===== src/rtl/stack_ctrl_if.sv =====
// Requester-side bus of stack_ctrl: port A (data) and port B (PC call/return)
// request/response handshake plus popped data and busy status.
interface stack_ctrl_if;
  logic       a_req;
  logic       a_op;
  logic       b_req;
  logic       b_op;
  logic       a_ack;
  logic       b_ack;
  logic       a_err;
  logic       b_err;
  logic [3:0] rdata;
  logic       busy;

  modport master (
    output a_req, a_op, b_req, b_op,
    input  a_ack, b_ack, a_err, b_err, rdata, busy
  );

  modport slave (
    input  a_req, a_op, b_req, b_op,
    output a_ack, b_ack, a_err, b_err, rdata, busy
  );
endinterface


===== src/rtl/stack_ctrl.sv =====
// Sequencer/arbiter for a 16x4 LIFO: turns A/B push/pop transactions into stack strobes.
// Optional macro STACK_CTRL_RR_EN selects round-robin arbitration instead of fixed B priority.
module stack_ctrl (
  input  logic         clk,
  input  logic         rst_n,
  stack_ctrl_if.slave  bus,
  output logic         stk_reset,
  output logic         stk_push,
  output logic         stk_pop,
  output logic         stk_we,
  output logic         stk_re,
  output logic         stk_mux_sel,
  input  logic [3:0]   stk_dout,
  input  logic         stk_full,
  input  logic         stk_empty
);

  typedef enum logic [2:0] {
    INIT    = 3'd0,
    IDLE    = 3'd1,
    PUSH    = 3'd2,
    POP_DEC = 3'd3,
    POP_RD  = 3'd4,
    ACK     = 3'd5,
    ERR     = 3'd6
  } state_t;

  state_t state_r;
  logic   grant_a_r;
  logic   any_req_s;
  logic   grant_a_s;
  logic   op_push_s;
  logic   reject_s;

`ifdef STACK_CTRL_RR_EN
  logic   last_grant_a_r;
`endif

  // Arbitration and overflow/underflow screening of the request seen in IDLE
  always_comb begin
    any_req_s = bus.a_req | bus.b_req;
    grant_a_s = 1'b0;
    if (bus.a_req && bus.b_req) begin
`ifdef STACK_CTRL_RR_EN
      grant_a_s = ~last_grant_a_r;
`else
      grant_a_s = 1'b0;
`endif
    end else if (bus.a_req) begin
      grant_a_s = 1'b1;
    end else begin
      grant_a_s = 1'b0;
    end
    op_push_s = grant_a_s ? bus.a_op : bus.b_op;
    reject_s  = op_push_s ? stk_full : stk_empty;
  end

`ifdef STACK_CTRL_RR_EN
  // Remember the last granted port, error grants included
  always_ff @(posedge clk or negedge rst_n) begin
    if (!rst_n) begin
      last_grant_a_r <= 1'b0;
    end else if (state_r == IDLE && any_req_s) begin
      last_grant_a_r <= grant_a_s;
    end else begin
      last_grant_a_r <= last_grant_a_r;
    end
  end
`endif

  // Transaction FSM; every output is registered against the state being entered
  always_ff @(posedge clk or negedge rst_n) begin
    if (!rst_n) begin
      state_r     <= INIT;
      grant_a_r   <= 1'b0;
      stk_reset   <= 1'b1;
      stk_push    <= 1'b0;
      stk_pop     <= 1'b0;
      stk_we      <= 1'b0;
      stk_re      <= 1'b0;
      stk_mux_sel <= 1'b0;
      bus.a_ack   <= 1'b0;
      bus.b_ack   <= 1'b0;
      bus.a_err   <= 1'b0;
      bus.b_err   <= 1'b0;
      bus.rdata   <= 4'h0;
      bus.busy    <= 1'b1;
    end else begin
      stk_reset   <= 1'b0;
      stk_push    <= 1'b0;
      stk_pop     <= 1'b0;
      stk_we      <= 1'b0;
      stk_re      <= 1'b0;
      stk_mux_sel <= 1'b0;
      bus.a_ack   <= 1'b0;
      bus.b_ack   <= 1'b0;
      bus.a_err   <= 1'b0;
      bus.b_err   <= 1'b0;
      bus.busy    <= 1'b1;
      case (state_r)
        INIT: begin
          state_r  <= IDLE;
          bus.busy <= 1'b0;
        end
        IDLE: begin
          if (any_req_s) begin
            grant_a_r <= grant_a_s;
            if (reject_s) begin
              state_r   <= ERR;
              bus.a_err <= grant_a_s;
              bus.b_err <= ~grant_a_s;
            end else if (op_push_s) begin
              state_r     <= PUSH;
              stk_push    <= 1'b1;
              stk_we      <= 1'b1;
              stk_mux_sel <= grant_a_s;
            end else begin
              state_r <= POP_DEC;
              stk_pop <= 1'b1;
            end
          end else begin
            state_r  <= IDLE;
            bus.busy <= 1'b0;
          end
        end
        PUSH: begin
          state_r   <= ACK;
          bus.a_ack <= grant_a_r;
          bus.b_ack <= ~grant_a_r;
        end
        POP_DEC: begin
          state_r <= POP_RD;
          stk_re  <= 1'b1;
        end
        POP_RD: begin
          // Pointer already sits on the top entry, so stk_dout is the popped value
          state_r   <= ACK;
          bus.rdata <= stk_dout;
          bus.a_ack <= grant_a_r;
          bus.b_ack <= ~grant_a_r;
        end
        ACK, ERR: begin
          state_r  <= IDLE;
          bus.busy <= 1'b0;
        end
        default: begin
          state_r   <= INIT;
          stk_reset <= 1'b1;
        end
      endcase
    end
  end

endmodule

===== src/flat_wrapper.sv =====
// flat-port wrapper written by rule: the top's interface ports become plain ports
module stack_ctrl_flat 
  (clk, rst_n, stk_reset, stk_push, stk_pop, stk_we, stk_re, stk_mux_sel, stk_dout, stk_full, stk_empty, bus_a_req, bus_a_op, bus_b_req, bus_b_op, bus_a_ack, bus_b_ack, bus_a_err, bus_b_err, bus_rdata, bus_busy);
  stack_ctrl_if bus_i ();
  input  logic clk;
  input  logic rst_n;
  output logic stk_reset;
  output logic stk_push;
  output logic stk_pop;
  output logic stk_we;
  output logic stk_re;
  output logic stk_mux_sel;
  input  logic [3:0] stk_dout;
  input  logic stk_full;
  input  logic stk_empty;
  input wire logic [$bits(bus_i.a_req)-1:0] bus_a_req;
  input wire logic [$bits(bus_i.a_op)-1:0] bus_a_op;
  input wire logic [$bits(bus_i.b_req)-1:0] bus_b_req;
  input wire logic [$bits(bus_i.b_op)-1:0] bus_b_op;
  output wire logic [$bits(bus_i.a_ack)-1:0] bus_a_ack;
  output wire logic [$bits(bus_i.b_ack)-1:0] bus_b_ack;
  output wire logic [$bits(bus_i.a_err)-1:0] bus_a_err;
  output wire logic [$bits(bus_i.b_err)-1:0] bus_b_err;
  output wire logic [$bits(bus_i.rdata)-1:0] bus_rdata;
  output wire logic [$bits(bus_i.busy)-1:0] bus_busy;
  assign bus_i.a_req = bus_a_req;
  assign bus_i.a_op = bus_a_op;
  assign bus_i.b_req = bus_b_req;
  assign bus_i.b_op = bus_b_op;
  assign bus_a_ack = bus_i.a_ack;
  assign bus_b_ack = bus_i.b_ack;
  assign bus_a_err = bus_i.a_err;
  assign bus_b_err = bus_i.b_err;
  assign bus_rdata = bus_i.rdata;
  assign bus_busy = bus_i.busy;
  stack_ctrl u_core (.clk(clk), .rst_n(rst_n), .bus(bus_i), .stk_reset(stk_reset), .stk_push(stk_push), .stk_pop(stk_pop), .stk_we(stk_we), .stk_re(stk_re), .stk_mux_sel(stk_mux_sel), .stk_dout(stk_dout), .stk_full(stk_full), .stk_empty(stk_empty));
endmodule

===== config.mk =====
export PLATFORM = sky130hd
export DESIGN_NAME = stack_ctrl_flat
export DESIGN_NICKNAME = d
export VERILOG_FILES = /design/src/rtl/stack_ctrl_if.sv /design/src/rtl/stack_ctrl.sv /design/src/flat_wrapper.sv
export SDC_FILE = /design/constraint.sdc
export NUM_CORES = 1
export LEC_CHECK = 0
export CORE_MARGIN = 2
export CORE_UTILIZATION = 25
export DETAILED_ROUTE_END_ITERATION = 8
export SETUP_SLACK_MARGIN = 0.02
export SYNTH_ARGS = -nofsm -noshare
export SYNTH_HDL_FRONTEND = slang
export SYNTH_SLANG_ARGS = --single-unit

===== constraint.sdc =====
create_clock -name clk -period 1.5 [get_ports clk]
set_clock_uncertainty 0.1 [all_clocks]
set_input_delay 0.45 -clock clk [delete_from_list [all_inputs] [get_ports clk]]
set_output_delay 0.45 -clock clk [all_outputs]
set_load 0.05 [all_outputs]

==> metrics.yaml <==
route:
  num_vias: 609
  routed_wl_um: 1550
  drt_first_pass_iters: 4
  viasPerCell: 4.61
  drc_errors: 0
  drtIter0Drc: 16
  antenna_left: 0
  wl_per_cell_um: 11.7
clock_tree:
  cts_tree: "yes"
  cts_made_buffers: 3
  clk_latency_ns: 0.29
  hold_buffers: 0
  htreeDepth: 1
  clk_pin_slew_ns: 0.10
  cts.sinks: 18
  clk_path_buf_depth: 2
  root_buffer: "clkbuf_4"
logic_synthesis:
  ys_warn_count: 0
  syn_area_um2: 741
  synthArstFlopShare_pct: 100
  synth_common_cells: "dfrtp_1, nor2_1, nand2_1"
  synth_area_leaders: "dfrtp_1, dfstp_2, mux2_2"
  synthFlopType: "dfrtp_1"
  syn-instance-count: 63
  synthMostInstantiatedCell: "dfrtp_1"
  yosysTopAreaCell: "dfrtp_1"
  synth_nets: 75
  ys_seq_elements: 18
  syn_area_per_cell_um2: 11.8
  yosysUniqueCellTypes: 24
  synth_edf_count: 0
  synth_top_area_share_pct: 54.1
  yosysSeqAreaShare_pct: 61.1
setup_path:
  setup.worst_path.class: "reg2out"
  start_kind: "flip-flop"
  crit_buf_inv: 1
  cp_data_required_time_ns: 0.95
  crit_family: "flip-flops"
  path_max_fanout: 1
  timing.critical_path.arrival_ns: 0.98
  cp_slowest_cell: "dfstp_2"
  critPathCaptureType: "output pin"
  worst_path_largest_cell_delay_ns: 0.56
  worstPathCellList: "buf_12"
grt:
  grt_overflow: 0
  grt_antenna_before_repair: 0
  grt_pass1_wl_um: 2580
  grt_usage_pct: 10.1
  grt_pass1_vias: 590
  grt_max_degree: 13
placed_design:
  place_congestion: 0.808
  io_buffers: 26
  placed_cell_area_um2: 1260
  hpwl_um: 1260
floorplanning:
  die_area_um2: 3410
  num_io_pins: 27
  die_w_um: 58.4
  initial_core_util_pct: 26.6
  coreArea_um2: 2780
  num_rows: 19
  die_h_um: 58.4
timing:
  worst_slew_pin_slew_ns: 0.406
  finalCritPeriodShare_pct: 102
  rsz0062_at_grt: "yes"
  drv_slew: 0
  setup_viol_count_final: 2
  clock.fmax_mhz: 653
  finalCriticalPeriod_ns: 1.53
  relSlewSlack_pct: 72.9
  hold_viol: 0
  fin_ws_ns: -0.0305
finish:
  fillers: 248
  syn_to_final_growth_pct: 78.0
  final_nets: 114
  drive_above_1_share_pct: 40.6
  fin_area_um2: 1320
  num_antenna_cells: 0
job:
  drv_cap: 0
power:
  power_uw: 2640
  clkPwrFrac_pct: 11.1
  pwr-share-comb_pct: 57.3
  swShare_pct: 40.9
  power.internal_uw: 1560
  p_sw_uw: 1080
  seq_power_share_pct: 31.6
  leakagePower_uw: 0.000585
  p_per_area_nw_per_um2: 2000
  vdd_drop_max_v: 0.00153
worst_hold_path:
  hold_path.class: "in2async"
status:
  status: "finished with violations"
  violations: "negative setup slack"
==> routing by layer <==
layer / track usage (%) / part of all wire, % / vias to the layer above
met3: 1.32 / 5.4 / 2
met2: 15.9 / 53 / 22
li1: - / - / 291
met5: 0 / 0 / -
met1: 12.8 / 40 / 294
met4: 6.98 / 0.71 / 0
==> placed cells by master, fill, tap and decap left out, drive strengths merged <==
cell | synthesis | layout
dfstp | 2 | 2
or2b | 1 | 1
nor2b | 1 | 1
o21a | 2 | 2
mux2i | 1 | 1
o22ai | 1 | 1
nand3b | 2 | 2
o21ai | 3 | 3
clkbuf | 0 | 4
dlymetal6s2s | 0 | 2
nor3 | 5 | 5
a21oi | 4 | 4
mux2 | 4 | 4
dlygate4sd2 | 0 | 1
nand2 | 5 | 5
nor2 | 6 | 6
a211oi | 1 | 1
a21boi | 1 | 1
clkdlybuf4s50 | 0 | 8
xnor2 | 1 | 1
inv | 1 | 1
nand2b | 1 | 1
dfrtp | 16 | 16
buf | 3 | 26
nor3b | 2 | 2
==> sequential cells by signal, summed over array words and instances (netlist names) <==
register and cells:
u_core.stk_re 1, u_core.grant_a_r 1, u_core.stk_mux_sel 1, u_core.stk_pop 1
u_core.state_r 3, u_core.bus.a_ack 1, u_core.stk_reset 1, u_core.bus.busy 1
u_core.bus.rdata 4, u_core.bus.b_ack 1, u_core.bus.b_err 1, u_core.bus.a_err 1
u_core.stk_push 1
==> power by group through the flow <==
stage | Combinational (µW) | Sequential [µW] | Clock [µW]
2_1_floorplan | 416 | 1180 | 0
3_3_place_gp | 1500 | 837 | 0
3_5_place_dp | 1510 | 846 | 0
4_1_cts | 1520 | 835 | 307
5_1_grt | 1590 | 858 | 320
6_report | 1510 | 834 | 295
==> layout make-up <==
cell class,count,area [µm²],share of cell area (%)
clock buffer,4,36.3,2.75
inverter,1,3.75,0.285
multi-input combinational,41,277,21.0
sequential,18,454,34.4
tap,31,38.8,2.94
timing repair buffer,37,509,38.6
==> metrics by stage <==
stage | hold slack, ns | instances | worst slack, ns | setup TNS [ns] | util [%]
global route | 0.350 | 132 | -0.0612 | -0.117 | 47.4
global placement | 0.350 | 127 | -0.344 | -1.66 | 45.3
detailed placement | 0.361 | 127 | -0.379 | -2.00 | 45.3
finish | 0.335 | 132 | -0.0305 | -0.0608 | 47.4
floorplan | 0.0544 | 63 | 0.0637 | 0 | -
CTS | 0.338 | 132 | -0.0494 | -0.0969 | 47.0
==> cells by family (layout without fill, tap and decap cells) <==
family / Yosys count / after routing / share of synthesized area [%]
compound gates: 12 / 12 / 10.1
mux: 5 / 5 / 7.43
flops: 18 / 18 / 61.1
simple gates: 23 / 23 / 17.2
buf+inv: 4 / 42 / 2.87
xor+xnor: 1 / 1 / 1.18
==> timing repair <==
action,4_1_cts,5_1_grt
resized for setup,2,5
setup buffers,1,0
endpoints found under the hold margin,0,0
setup endpoints to repair,5,8
pin swaps,1,2
==> worst paths after layout <==
kind                                                   start                      endpoint  slack [ns]  cells past startpoint
min in group clk                u_core.grant_a_r$_DFFE_PN0P_    u_core.bus.b_ack$_DFF_PN0_        0.38                      1
worst max register to register   u_core.state_r[1]$_DFF_PN0_  u_core.grant_a_r$_DFFE_PN0P_        0.13                      4
max in group asynchronous                              rst_n     u_core.stk_push$_DFF_PN0_        0.56                      2
worst max-delay path              u_core.stk_reset$_DFF_PN1_                     stk_reset       -0.03                      1
worst min register to register  u_core.grant_a_r$_DFFE_PN0P_    u_core.bus.b_ack$_DFF_PN0_        0.38                      1
worst min-delay path                                   rst_n       u_core.stk_re$_DFF_PN0_        0.33                      1
Power figures use the tool's default switching activity.
